===== src/rtl/serial_xnor_pkg.sv =====
// Shared types and helpers for the serial XNOR matcher: FSM state encoding
// and the match-count width function.
package serial_xnor_pkg;

  typedef enum logic [1:0] {
    IDLE  = 2'd0,
    SHIFT = 2'd1,
    DONE  = 2'd2
  } state_t;

  // Bits needed to hold a count in the range 0..width.
  function automatic int calc_cw(input int width);
    return $clog2(width + 1);
  endfunction

endpackage


===== src/rtl/piso_shift_reg.sv =====
// Parallel-in serial-out register: loads a word, then shifts right so the
// LSB is presented first.
module piso_shift_reg #(
  parameter int WIDTH = 8
) (
  input  logic             clk,
  input  logic             rst,
  input  logic             load,
  input  logic             shift,
  input  logic [WIDTH-1:0] din,
  output logic             lsb
);

  logic [WIDTH-1:0] sr;

  // NOTE: sequential state uses non-blocking (<=) so every register samples
  // pre-edge values and simulation matches the synthesized flops.
  always_ff @(posedge clk) begin
    if (rst)        sr <= '0;
    else if (load)  sr <= din;
    else if (shift) sr <= {1'b0, sr[WIDTH-1:1]};
  end

  assign lsb = sr[0];

endmodule


===== src/rtl/serial_xnor_matcher.sv =====
// Serialises two words LSB-first to an external XNOR-mux stage and counts
// how many bit positions it reports as matching.
module serial_xnor_matcher
  import serial_xnor_pkg::*;
#(
  parameter  int WIDTH = 8,
  localparam int CW    = calc_cw(WIDTH)
) (
  input  logic             clk,
  input  logic             rst,
  input  logic             start,
  input  logic [WIDTH-1:0] word_a,
  input  logic [WIDTH-1:0] word_b,
  output logic             bit_a,
  output logic             bit_sel,
  input  logic             match_bit,
  output logic             busy,
  output logic             done,
  output logic [CW-1:0]    match_count,
  output logic             equal
);

  state_t          state, state_nxt;
  logic [CW-1:0]   acc;
  logic [CW-1:0]   idx;
  logic            load;
  logic            shift_en;
  logic            last_bit;
  logic            a_lsb;
  logic            b_lsb;

  assign load     = (state == IDLE) && start;
  assign shift_en = (state == SHIFT);
  assign last_bit = (idx == CW'(WIDTH - 1));

  piso_shift_reg #(.WIDTH(WIDTH)) u_sr_a (
    .clk   (clk),
    .rst   (rst),
    .load  (load),
    .shift (shift_en),
    .din   (word_a),
    .lsb   (a_lsb)
  );

  piso_shift_reg #(.WIDTH(WIDTH)) u_sr_b (
    .clk   (clk),
    .rst   (rst),
    .load  (load),
    .shift (shift_en),
    .din   (word_b),
    .lsb   (b_lsb)
  );

  always_ff @(posedge clk) begin
    if (rst) state <= IDLE;
    else     state <= state_nxt;
  end

  // NOTE: the default assignment before the case keeps this purely
  // combinational; a missing branch would otherwise infer a latch.
  always_comb begin
    state_nxt = state;
    case (state)
      IDLE:    if (start)    state_nxt = SHIFT;
      SHIFT:   if (last_bit) state_nxt = DONE;
      DONE:                  state_nxt = IDLE;
      default:               state_nxt = IDLE;
    endcase
  end

  always_ff @(posedge clk) begin
    if (rst) begin
      acc         <= '0;
      idx         <= '0;
      done        <= 1'b0;
      match_count <= '0;
      equal       <= 1'b0;
    end else begin
      done <= 1'b0;
      if (load) begin
        acc <= '0;
        idx <= '0;
      end else if (shift_en) begin
        acc <= acc + CW'(match_bit);
        idx <= idx + CW'(1);
      end
      // Result registers change only on the DONE edge and hold otherwise.
      if (state == DONE) begin
        match_count <= acc;
        equal       <= (acc == CW'(WIDTH));
        done        <= 1'b1;
      end
    end
  end

  assign busy    = shift_en;
  assign bit_a   = shift_en & a_lsb;
  assign bit_sel = shift_en & b_lsb;

endmodule


===== config.mk =====
export PLATFORM = sky130hd
export DESIGN_NAME = serial_xnor_matcher
export DESIGN_NICKNAME = d
export VERILOG_FILES = /design/src/rtl/serial_xnor_pkg.sv /design/src/rtl/piso_shift_reg.sv /design/src/rtl/serial_xnor_matcher.sv
export SDC_FILE = /design/constraint.sdc
export NUM_CORES = 1
export LEC_CHECK = 0
export CAP_MARGIN = 10
export CORE_MARGIN = 4
export CORE_UTILIZATION = 53
export DETAILED_ROUTE_END_ITERATION = 6
export PLACE_DENSITY = 0.82
export SLEW_MARGIN = 10
export SYNTH_ARGS = -nofsm -noshare
export SYNTH_HDL_FRONTEND = slang
export SYNTH_SLANG_ARGS = --single-unit

===== constraint.sdc =====
create_clock -name clk -period 3.75 [get_ports clk]
set_input_delay 0.375 -clock clk [delete_from_list [all_inputs] [get_ports clk]]
set_output_delay 0.375 -clock clk [all_outputs]
set_load 0.05 [all_outputs]

## Word level (Yosys, flattened, before mapping)

Index checks and enable logic that the tools add are counted.

| storage, ports and cells | value |
|---|---|
| register bits | 32 |
| output and inout bits | 9 |

| cells by class | value |
|---|---|
| add/sub/neg operators | 2 |
| reduce and logical (&&, ||, !) cells | 5 |
| muxes and demuxes | 8 |
| eq/ne operators | 6 |
| bitwise gates (word level) | 2 |

Operators by type and width:

| kind | number |
|---|---|
| two-way mux 8 bit | 4 |
| adder 4 x 1 -> 4 bit | 1 |
| adder 4 x 1 -> 4 bit (second input constant) | 1 |
| == test 4 x 3 -> 1 bit (second input constant) | 1 |
| == test 4 bit (second input constant) | 1 |
| two-way mux 2 bit | 2 |
| case mux 2 bit (2 select lines) | 1 |
| bitwise AND 1 bit | 2 |
| == test 2 x 1 -> 1 bit (second input constant) | 1 |
| == test 2 bit (second input constant) | 1 |
| logical NOT 2 bit | 1 |
| != test 2 x 1 -> 1 bit (second input constant) | 1 |
| != test 2 bit (second input constant) | 1 |
| AND reduction 2 bit | 1 |
| nonzero test 2 bit | 1 |
| OR reduction 2 bit | 1 |
| logical AND 1 bit | 1 |
| two-way mux 1 bit | 1 |

## Logic depth before layout (Yosys ltp)

Gate-level depths: netlist of the first run.

| depth | value |
|---|---|
| word-level depth | 3 |
| mapped depth | 6 |
| mapped depth without buffers | 5 |

## Modules after synthesis

From an unflattened synthesis of the first run, not the netlist that was laid out.

| second synthesis, totals | value |
|---|---|
| cells, all modules | 141 |
| area total of the unflattened synthesis | 1,410.1 um^2 |

By module, submodules not included:

| module | times used | cells an instance | area an instance (um^2) |
|---|---|---|---|
| piso_shift_reg | 2 | 35 | 369.1 |
| serial_xnor_matcher | 1 | 71 | 671.9 |

## Least setup slack after synthesis of the first run

Ideal clock, no wire load.

| path | value |
|---|---|
| kind | register to output |
| from | reg state[1] |
| to | out bit_a |
| required time | 3.375 ns |
| slack | 1.946 ns |
| arrival | 1.429 ns |
| stages on the path, launching flop included | 5 |
| cell sequence | dfxtp_1 > nand2b_4 > inv_2 > buf_2 > and2_1 |

| between the ends | value |
|---|---|
| word-level cells in the longest chain between the ends | 2 |

RTL lines:

| item | line | source |
|---|---|---|
| start, declared | serial_xnor_matcher.sv:23 | `state_t state, state_nxt;` |
| start signal, assigned | serial_xnor_matcher.sv:56 | `else state <= state_nxt;` |
| == test 2 x 1 -> 1 bit | serial_xnor_matcher.sv:33 | `assign shift_en = (state == SHIFT);` |
| named net busy | serial_xnor_matcher.sv:17 | `output logic busy,` |
| bitwise AND 1 bit | serial_xnor_matcher.sv:97 | `assign bit_a = shift_en & a_lsb;` |
| end, declared | serial_xnor_matcher.sv:14 | `output logic bit_a,` |

The timed path passes the listed nets, and every way through them passes these cells.

## Worst setup path in the final report of the first run

| path | value |
|---|---|
| from | reg state[0] |
| to | out bit_a |

| between the ends | value |
|---|---|
| word-level cells in the longest chain between the ends | 2 |

RTL lines:

| item | line |
|---|---|
| == test 2 x 1 -> 1 bit | serial_xnor_matcher.sv:33 |
| bitwise AND 1 bit | serial_xnor_matcher.sv:97 |

Every way passes these cells.

==> flow_summary.ini, run 1 <==
[drt]
postRouteAntennaNets = 0
drtIter0Drc = 29
drc = 0
wire_per_inst_um = 13.5
vias = 1206
finalWirelength_mm = 2.90
vias_per_cell = 5.64
dr.pass1.iters = 4

[global_route]
antenna_found_initial = 0
gr-total-overflow = 0
grt_use_met1_pct = 22.3
met3_usage_pct = 3.92
grt_usage_pct = 18.9
grt_pass1_vias = 1155
grt_max_degree = 26
grt_busiest_layer = met2
met2_usage_pct = 32.3
grt_first_pass_wirelength_mm = 5.06

[timing]
fmax_mhz = 365
setup_viol = 0
slew_headroom_pct = 38.2
worst_slew_pin_slew_ps = 924
drv_slew = 0
post-route-period-util_pct = 73.1
setup_tns_ps = 0
rsz0062_at_grt = false
period_minus_slack_ps = 2740
finalHoldViolCount = 0
holdWs_ps = 468
fin_skew_ps = 7.22

[yosys]
synthesis.area_mm2 = 0.00139
syn_area_per_cell_um2 = 8.66
synth-compound-area-share_pct = 17.6
synthCells = 160
ys_seq_area_share_pct = 46.2
synth_fa_ha_area_share_pct = 2.71
synth_xor_area_share_pct = 1.90
yosysWarnings = 0
synth_mux_area_share_pct = 3.61
synth_cell_type_count = 28
syn_nets = 183
synthSimpleGateAreaFrac_pct = 22.2
synth_seq_cells = 32
synth_top_family_by_area = simple AND/OR/NAND/NOR gates

[critical_path]
path_cells = nand2b_4, inv_2, and2_1, clkdlybuf4s50_1
crit_fanout = 21
end_kind = output pin
cp_slowest_stage_delay_ps = 800
setup.worst_path.start_class = register
cp.required_ps = 3380
crit_type = reg -> out
worst_path_max_delay_cell = clkdlybuf4s50_1
crit_buf_inv = 2
path_delay_family = buffers and inverters
critPathArrivalTime_ps = 2370

[die]
design.core.area_mm2 = 0.00248
rows = 18
dieArea_mm2 = 0.00350
die_h_um = 59.1
start_util_pct = 56.0
ios = 29
die_x_um = 59.1

[cts]
root_buffer = clkbuf_4
path_clk_slew_ps = 100
cts_tree = done
post-cts-setup-buffer-count = 0
insertion_delay_ps = 330
cts_htree_levels = 2
cts_resized = 0
cts_hold_buffers = 0
numCtsBuffers = 5
cts_buffer_depth = 2
clkSinkCount = 32

[hold_path]
hold_class = reg -> reg

[layout]
syn2layout_area_growth_pct = 23.5
post-route-util_pct = 69.1
drive_gt1_share_pct = 6.52
diodes = 0
fin_nets = 206

[job]
maxCapViolCount = 0

[power_and_ir_drop]
irDropWorstVdd_mv = 0.388
p_leak_nw = 0.653
total_power_mw = 0.719
power_density_mw_per_mm2 = 420

[placement]
dpl.hpwl_mm = 1.98
place_congestion = 0.805
port_buffers = 28

[outcome]
outcome = finished clean
cell families after synthesis:
kind of cell    count (synthesis)
fa+ha+maj                       3
flops                          32
xor+xnor                        3
compound gates                 38
buf+inv                        15
mux                             5
simple gates                   64
cells in the mapped netlist, drive strengths merged:
cell | count | area [µm²]
a21oi | 18 | 90.1
o2bb2ai | 1 | 8.76
a211oi | 13 | 97.6
o22ai | 2 | 12.5
nand3b | 3 | 22.5
xnor2 | 1 | 8.76
o21ba | 1 | 10.0
nand3 | 4 | 20.0
xor2 | 2 | 17.5
nor3b | 1 | 12.5
nand2b | 4 | 32.5
nand2 | 20 | 75.1
or3b | 1 | 8.76
nor4b | 2 | 17.5
inv | 3 | 11.3
o21ai | 2 | 10.0
buf | 9 | 57.6
nor2 | 25 | 93.8
or3 | 2 | 12.5
a311oi | 1 | 15.0
mux2i | 5 | 50.1
dfxtp | 32 | 641
and2 | 2 | 12.5
clkbuf | 3 | 11.3
ha | 3 | 37.5
routing by layer:
layer  share of wire [%]  vias to the layer above
li1                    -                      595
met1                  43                      563
met2                  49                       39
met3                 6.3                        9
met4                 2.0                        0
met5                   0                        -
worst paths after layout:
path | to | startpoint | cells after the start | slack, ps
worst min register to register | u_sr_b.sr[2]$_SDFFE_PP0P_ | u_sr_b.sr[3]$_SDFFE_PP0P_ | 2 | 470
worst min-delay path | u_sr_b.sr[2]$_SDFFE_PP0P_ | u_sr_b.sr[3]$_SDFFE_PP0P_ | 2 | 470
worst max register to register | acc[0]$_SDFFE_PP0N_ | state[0]$_SDFFE_PP0P_ | 3 | 2110
worst max-delay path | bit_a | state[0]$_SDFFE_PP0P_ | 4 | 1010
state kept, by name, indices dropped and copies added (netlist names):
name	flops
acc	4
done	1
match_count	4
u_sr_a.sr	8
state	2
u_sr_b.sr	8
idx	4
equal	1
through the flow:
stage,instance area (µm²),setup WS [ps],cells
after global placement,1640,1430,206
after floorplan,1390,1950,160
after CTS,1710,1010,214
after detailed placement,1640,1370,206
final,1710,1010,214
after global routing,1710,893,214
final cells by class:
type	count	area, µm²
multi-input combinational	113	666
sequential	32	641
clock inverter	2	35.0
inverter	3	11.3
tap	30	37.5
clock buffer	6	41.3
fill	203	766
timing repair buffer	28	280
worst register-to-register path: cells and delay by family, from the launching register on:
| kind | cells | cell delay [ps] |
|---|---|---|
| AND/OR/NAND/NOR | 2 | 830 |
| flip-flops | 1 | 540 |
| AO/OA/AOI/OAI | 1 | 200 |
power breakdown:
group / internal (mW) / total (mW) / switching [mW] / leakage [nW]
clock network: 0.140 / 0.255 / 0.115 / 0.0422
logic: 0.0434 / 0.0946 / 0.0512 / 0.349
registers: 0.357 / 0.370 / 0.0121 / 0.262
layout by cell type, fill, tap and decap left out, types with 2 or more instances in the layout:
cell type	instances
nand3b_1	3
and2_1	2
nor2_1	25
nand2b_1	3
or3_1	2
inv_1	2
nand3_1	4
o21ai_0	2
dfxtp_1	32
clkbuf_4	5
nor4b_1	2
mux2i_1	5
o22ai_1	2
clkdlybuf4s50_1	28
a21oi_1	18
nand2_1	20
xor2_1	2
ha_1	3
a211oi_1	13
No activity file was read; power rests on OpenSTA's default activity.
==> run 2: changes to the inputs <==
--- a/config.mk
+++ b/config.mk
@@ -7,9 +7,9 @@
 export LEC_CHECK = 0
 export CAP_MARGIN = 10
 export CORE_MARGIN = 4
-export CORE_UTILIZATION = 53
+export CORE_UTILIZATION = 49
 export DETAILED_ROUTE_END_ITERATION = 6
-export PLACE_DENSITY = 0.82
+export PLACE_DENSITY = 0.77
 export SLEW_MARGIN = 10
 export SYNTH_ARGS = -nofsm -noshare
 export SYNTH_HDL_FRONTEND = slang
==> constraint.sdc (replaced) <==
create_clock -name clk -period 2.9 [get_ports clk]
set_input_delay 0.29 -clock clk [delete_from_list [all_inputs] [get_ports clk]]
set_output_delay 0.29 -clock clk [all_outputs]
set_load 0.05 [all_outputs]
==> run 2 against run 1 <==
Effect of this change:
- setup slack lost 770 ps
- total power grew 29%
- non-clock buffer count grew 1
- critical path depth is the same
- global-route usage shrank 1.7 points
- clock power grew 30%
- critical endpoint is now bit_sel
==> flow_summary.ini, run 2 (same netlist as run 1, synthesis figures left out) <==
[outcome]
outcome = finished clean

[critical_path]
worst_path_max_delay_cell = clkdlybuf4s50_1
r2r-end = idx[1]$_SDFFE_PP0N_
end_kind = output pin
reg2reg_from = state[0]$_SDFFE_PP0P_
critPathArrivalTime_ps = 2370
cp_slowest_stage_delay_ps = 800
crit_type = reg -> out
crit_fanout = 21
setup.worst_path.start_class = register
cp.required_ps = 2610
r2r_cells = 3
path_cells = nand2b_4, inv_2, and2_1, clkdlybuf4s50_1
rrSetupSlack_ps = 1260

[layout]
final_common_cell = dfxtp_1
reg.largest.list = u_sr_a.sr (8), u_sr_b.sr (8)
layout_common_cells = dfxtp_1, clkdlybuf4s50_1, nor2_1
drive_gt1_share_pct = 7.03
syn2layout_area_growth_pct = 24.1
fin_nets = 207
post-route-util_pct = 62.9
diodes = 0

[global_route]
grt_max_degree = 22
antenna_found_initial = 0
grt_usage_pct = 17.2
grt_pass1_vias = 1117
grt_first_pass_wirelength_mm = 4.66
gr-total-overflow = 0

[timing]
period_minus_slack_ps = 2660
worst_slew_pin_slew_ps = 800
fmax_mhz = 376
drv_slew = 0
setup_viol = 0
fin_skew_ps = 11.8
finalHoldViolCount = 0
slew_headroom_pct = 46.5
setup_tns_ps = 0
post-route-period-util_pct = 91.7
holdWs_ps = 456
rsz0062_at_grt = false

[drt]
vias_per_cell = 5.44
vias = 1175
wl_met1_mm = 1.29
drc = 0
wire_per_inst_um = 12.9
dr.pass1.iters = 4
wl_met3_um = 135
top_layer = met4
route.met2.wl_mm = 1.30
postRouteAntennaNets = 0
drtIter0Drc = 32
finalWirelength_mm = 2.80

[cts]
post-cts-setup-buffer-count = 0
cts_htree_levels = 2
cts_hold_buffers = 0
path_clk_slew_ps = 100
cts_buffer_depth = 2
cts_tree = done
cts_resized = 0
root_buffer = clkbuf_4
numCtsBuffers = 5
insertion_delay_ps = 330
clkSinkCount = 32

[die]
design.core.area_mm2 = 0.00273
start_util_pct = 50.7
ios = 29
rows = 19
die_h_um = 61.2
die_x_um = 61.2
dieArea_mm2 = 0.00374

[hold_path]
hold_class = reg -> reg
worstHoldStart = u_sr_b.sr[6]$_SDFFE_PP0P_
whs_endpoint = u_sr_b.sr[5]$_SDFFE_PP0P_
min_path_cells = 2

[power_and_ir_drop]
p_leak_nw = 0.658
irDropWorstVdd_mv = 0.407
power_density_mw_per_mm2 = 541

[placement]
place_congestion = 0.783
dpl.hpwl_mm = 1.95
port_buffers = 28

[job]
maxCapViolCount = 0
-- run 2: routing by layer --
metal  up-vias  global-route usage [%]
met5         -                       0
met4         0                    8.98
met3         9                    6.29
met2        26                    27.6
met1       543                    20.0
li1        597                       -
-- run 2: cell type report --
type	count	area, µm²
fill	229	1010
multi-input combinational	113	666
sequential	32	641
timing repair buffer	29	288
clock buffer	6	41.3
tap	31	38.8
clock inverter	2	35.0
inverter	3	11.3
-- run 2: worst max-delay path, delay by kind of cell (launching register included) --
kind                   cells  cell delay [ps]
AND/OR/NAND/NOR            2              390
flip-flops                 1              540
buffers and inverters      2             1100
-- run 2: how the worst max path moves through the flow --
stage / start / end / slack (ps) / depth (start not counted)
final: state[0]$_SDFFE_PP0P_ / bit_sel / 240 / 4
after global routing: state[0]$_SDFFE_PP0P_ / bit_sel / 70 / 4
after CTS: state[0]$_SDFFE_PP0P_ / bit_sel / 200 / 4
after detailed placement: state[0]$_SDFFE_PP0P_ / bit_sel / 580 / 4
after global placement: state[0]$_SDFFE_PP0P_ / bit_a / 660 / 4
after floorplan: state[1]$_SDFFE_PP0P_ / bit_a / 1180 / 4
-- run 2: where the power goes --
part	switching, mW	leakage [nW]	internal [mW]
Sequential	0.0148	0.262	0.462
Clock	0.151	0.0422	0.181
Combinational	0.0654	0.354	0.0568
Total	0.231	0.658	0.700
-- run 2: per-stage QoR --
step	power (mW)	cells	worst slack (ps)	cell area (µm²)
2_1_floorplan	0.569	160	1180	1390
3_3_place_gp	0.606	208	661	1640
3_5_place_dp	0.609	208	578	1640
4_1_cts	0.940	216	196	1720
5_1_grt	0.970	216	74.8	1720
6_report	0.930	216	241	1720
==> run 3: changes to the inputs <==
--- a/config.mk
+++ b/config.mk
@@ -6,10 +6,12 @@
 export NUM_CORES = 1
 export LEC_CHECK = 0
 export CAP_MARGIN = 10
+export CELL_PAD_IN_SITES_DETAIL_PLACEMENT = 0
+export CELL_PAD_IN_SITES_GLOBAL_PLACEMENT = 2
 export CORE_MARGIN = 4
-export CORE_UTILIZATION = 49
+export CORE_UTILIZATION = 29
 export DETAILED_ROUTE_END_ITERATION = 6
-export PLACE_DENSITY = 0.77
+export PLACE_DENSITY_LB_ADDON = 0.1
 export SLEW_MARGIN = 10
 export SYNTH_ARGS = -nofsm -noshare
 export SYNTH_HDL_FRONTEND = slang
==> run 3 against run 2 <==
Effect of this change:
- sequential share of layout area is 1.0 points lower
- critical path depth did not move
- design area increased by 2.8%
- core utilization down 24 points
- flip-flop and latch count is the same
- via count up 0.26%
- die area grew 59%
- clock power is 5% higher
- register-to-register slack barely moved
- clock skew fell by 5.8 ps
- total power up 2.5%
- non-clock buffer count increased by 1
==> flow_summary.ini, run 3 (same netlist as run 1, synthesis figures left out) <==
[outcome]
outcome = finished clean

[cts]
clkSinkCount = 32
cts_resized = 0
path_clk_slew_ps = 70
cts_hold_buffers = 0
cts_tree = done
cts_buffer_depth = 2
post-cts-setup-buffer-count = 0
insertion_delay_ps = 280
numCtsBuffers = 5
root_buffer = clkbuf_8
cts_htree_levels = 2

[job]
maxCapViolCount = 0

[power_and_ir_drop]
irDropWorstVdd_mv = 0.188
power_density_mw_per_mm2 = 539
total_power_mw = 0.953
p_leak_nw = 0.666

[layout]
drive_gt1_share_pct = 6.99
diodes = 0
fin_nets = 208
reg.largest.list = u_sr_a.sr (8), u_sr_b.sr (8)
nFillCells = 481
final_common_cell = dfxtp_1
layout_common_cells = dfxtp_1, clkdlybuf4s50_1, nor2_1
post-route-util_pct = 39.3
syn2layout_area_growth_pct = 27.5

[hold_path]
hold_class = reg -> reg

[die]
ios = 29
dieArea_mm2 = 0.00595
design.core.area_mm2 = 0.00450
die_x_um = 77.1
rows = 24
die_h_um = 77.1
start_util_pct = 30.8

[timing]
slew_headroom_pct = 41.4
worst_slew_pin_slew_ps = 876
post-route-period-util_pct = 82.1
fmax_mhz = 420
setup_tns_ps = 0
drv_slew = 0
period_minus_slack_ps = 2380
setup_viol = 0
holdWs_ps = 462
finalHoldViolCount = 0
rsz0062_at_grt = false
fin_skew_ps = 6.02

[placement]
dpl.hpwl_mm = 2.21
place_congestion = 0.691
port_buffers = 28

[critical_path]
crit_type = reg -> out
end_kind = output pin
critPathArrivalTime_ps = 2090
setup.worst_path.start_class = register
crit_fanout = 21
cp.required_ps = 2610

[drt]
postRouteAntennaNets = 0
drc = 0
drtIter0Drc = 82
vias_per_cell = 4.95
dr.pass1.iters = 4
finalWirelength_mm = 3.26
vias = 1178
wire_per_inst_um = 13.7

[global_route]
antenna_found_initial = 0
grt_usage_pct = 11.9
grt_pass1_vias = 1186
grt_first_pass_wirelength_mm = 5.49
gr-total-overflow = 0
grt_max_degree = 26
[run 3: where the power goes]
group,switching [mW],total (mW),leakage (nW),internal (mW)
clock,0.156,0.349,0.0455,0.193
combinational,0.0677,0.126,0.359,0.0583
sequential,0.0156,0.478,0.262,0.463
total,0.239,0.953,0.666,0.714
[run 3: routing by layer]
layer | track usage (%) | part of all wire (%) | vias up
met5 | 0 | 0 | -
met4 | 4.27 | 1.3 | 0
met3 | 5.62 | 5.5 | 4
met2 | 18.0 | 47 | 24
met1 | 14.6 | 46 | 551
li1 | - | - | 599
[run 3: layout make-up]
type / instances / area (µm²) / share of cell area [%]
Multi-Input combinational cell: 113 / 666 / 37.7
Sequential cell: 32 / 641 / 36.2
Clock buffer: 8 / 90.1 / 5.10
Timing Repair Buffer: 30 / 295 / 16.7
Inverter: 3 / 11.3 / 0.637
Tap cell: 52 / 65.1 / 3.68
[run 3: final timing paths]
kind                                   from                         to  slack (ps)  depth (start not counted)
setup reg to reg      state[0]$_SDFFE_PP0P_        idx[1]$_SDFFE_PP0N_        1250                          3
hold reg to reg   u_sr_a.sr[3]$_SDFFE_PP0P_  u_sr_a.sr[2]$_SDFFE_PP0P_         460                          2
setup / recovery      state[0]$_SDFFE_PP0P_                      bit_a         520                          4
hold / removal    u_sr_a.sr[3]$_SDFFE_PP0P_  u_sr_a.sr[2]$_SDFFE_PP0P_         460                          2
[run 3: stage by stage]
step	instance area [µm²]	setup WS, ps	std cells
after global placement	1680	843	230
after global routing	1770	362	238
final	1770	520	238
after CTS	1770	484	238
after floorplan	1390	1180	160
after detailed placement	1680	780	230
[run 3: critical path: stages, from the launching register on]
cell,delay (ps)
dfxtp_1,540
nand2b_4,230
inv_2,120
and2_1,130
clkdlybuf4s50_1,790
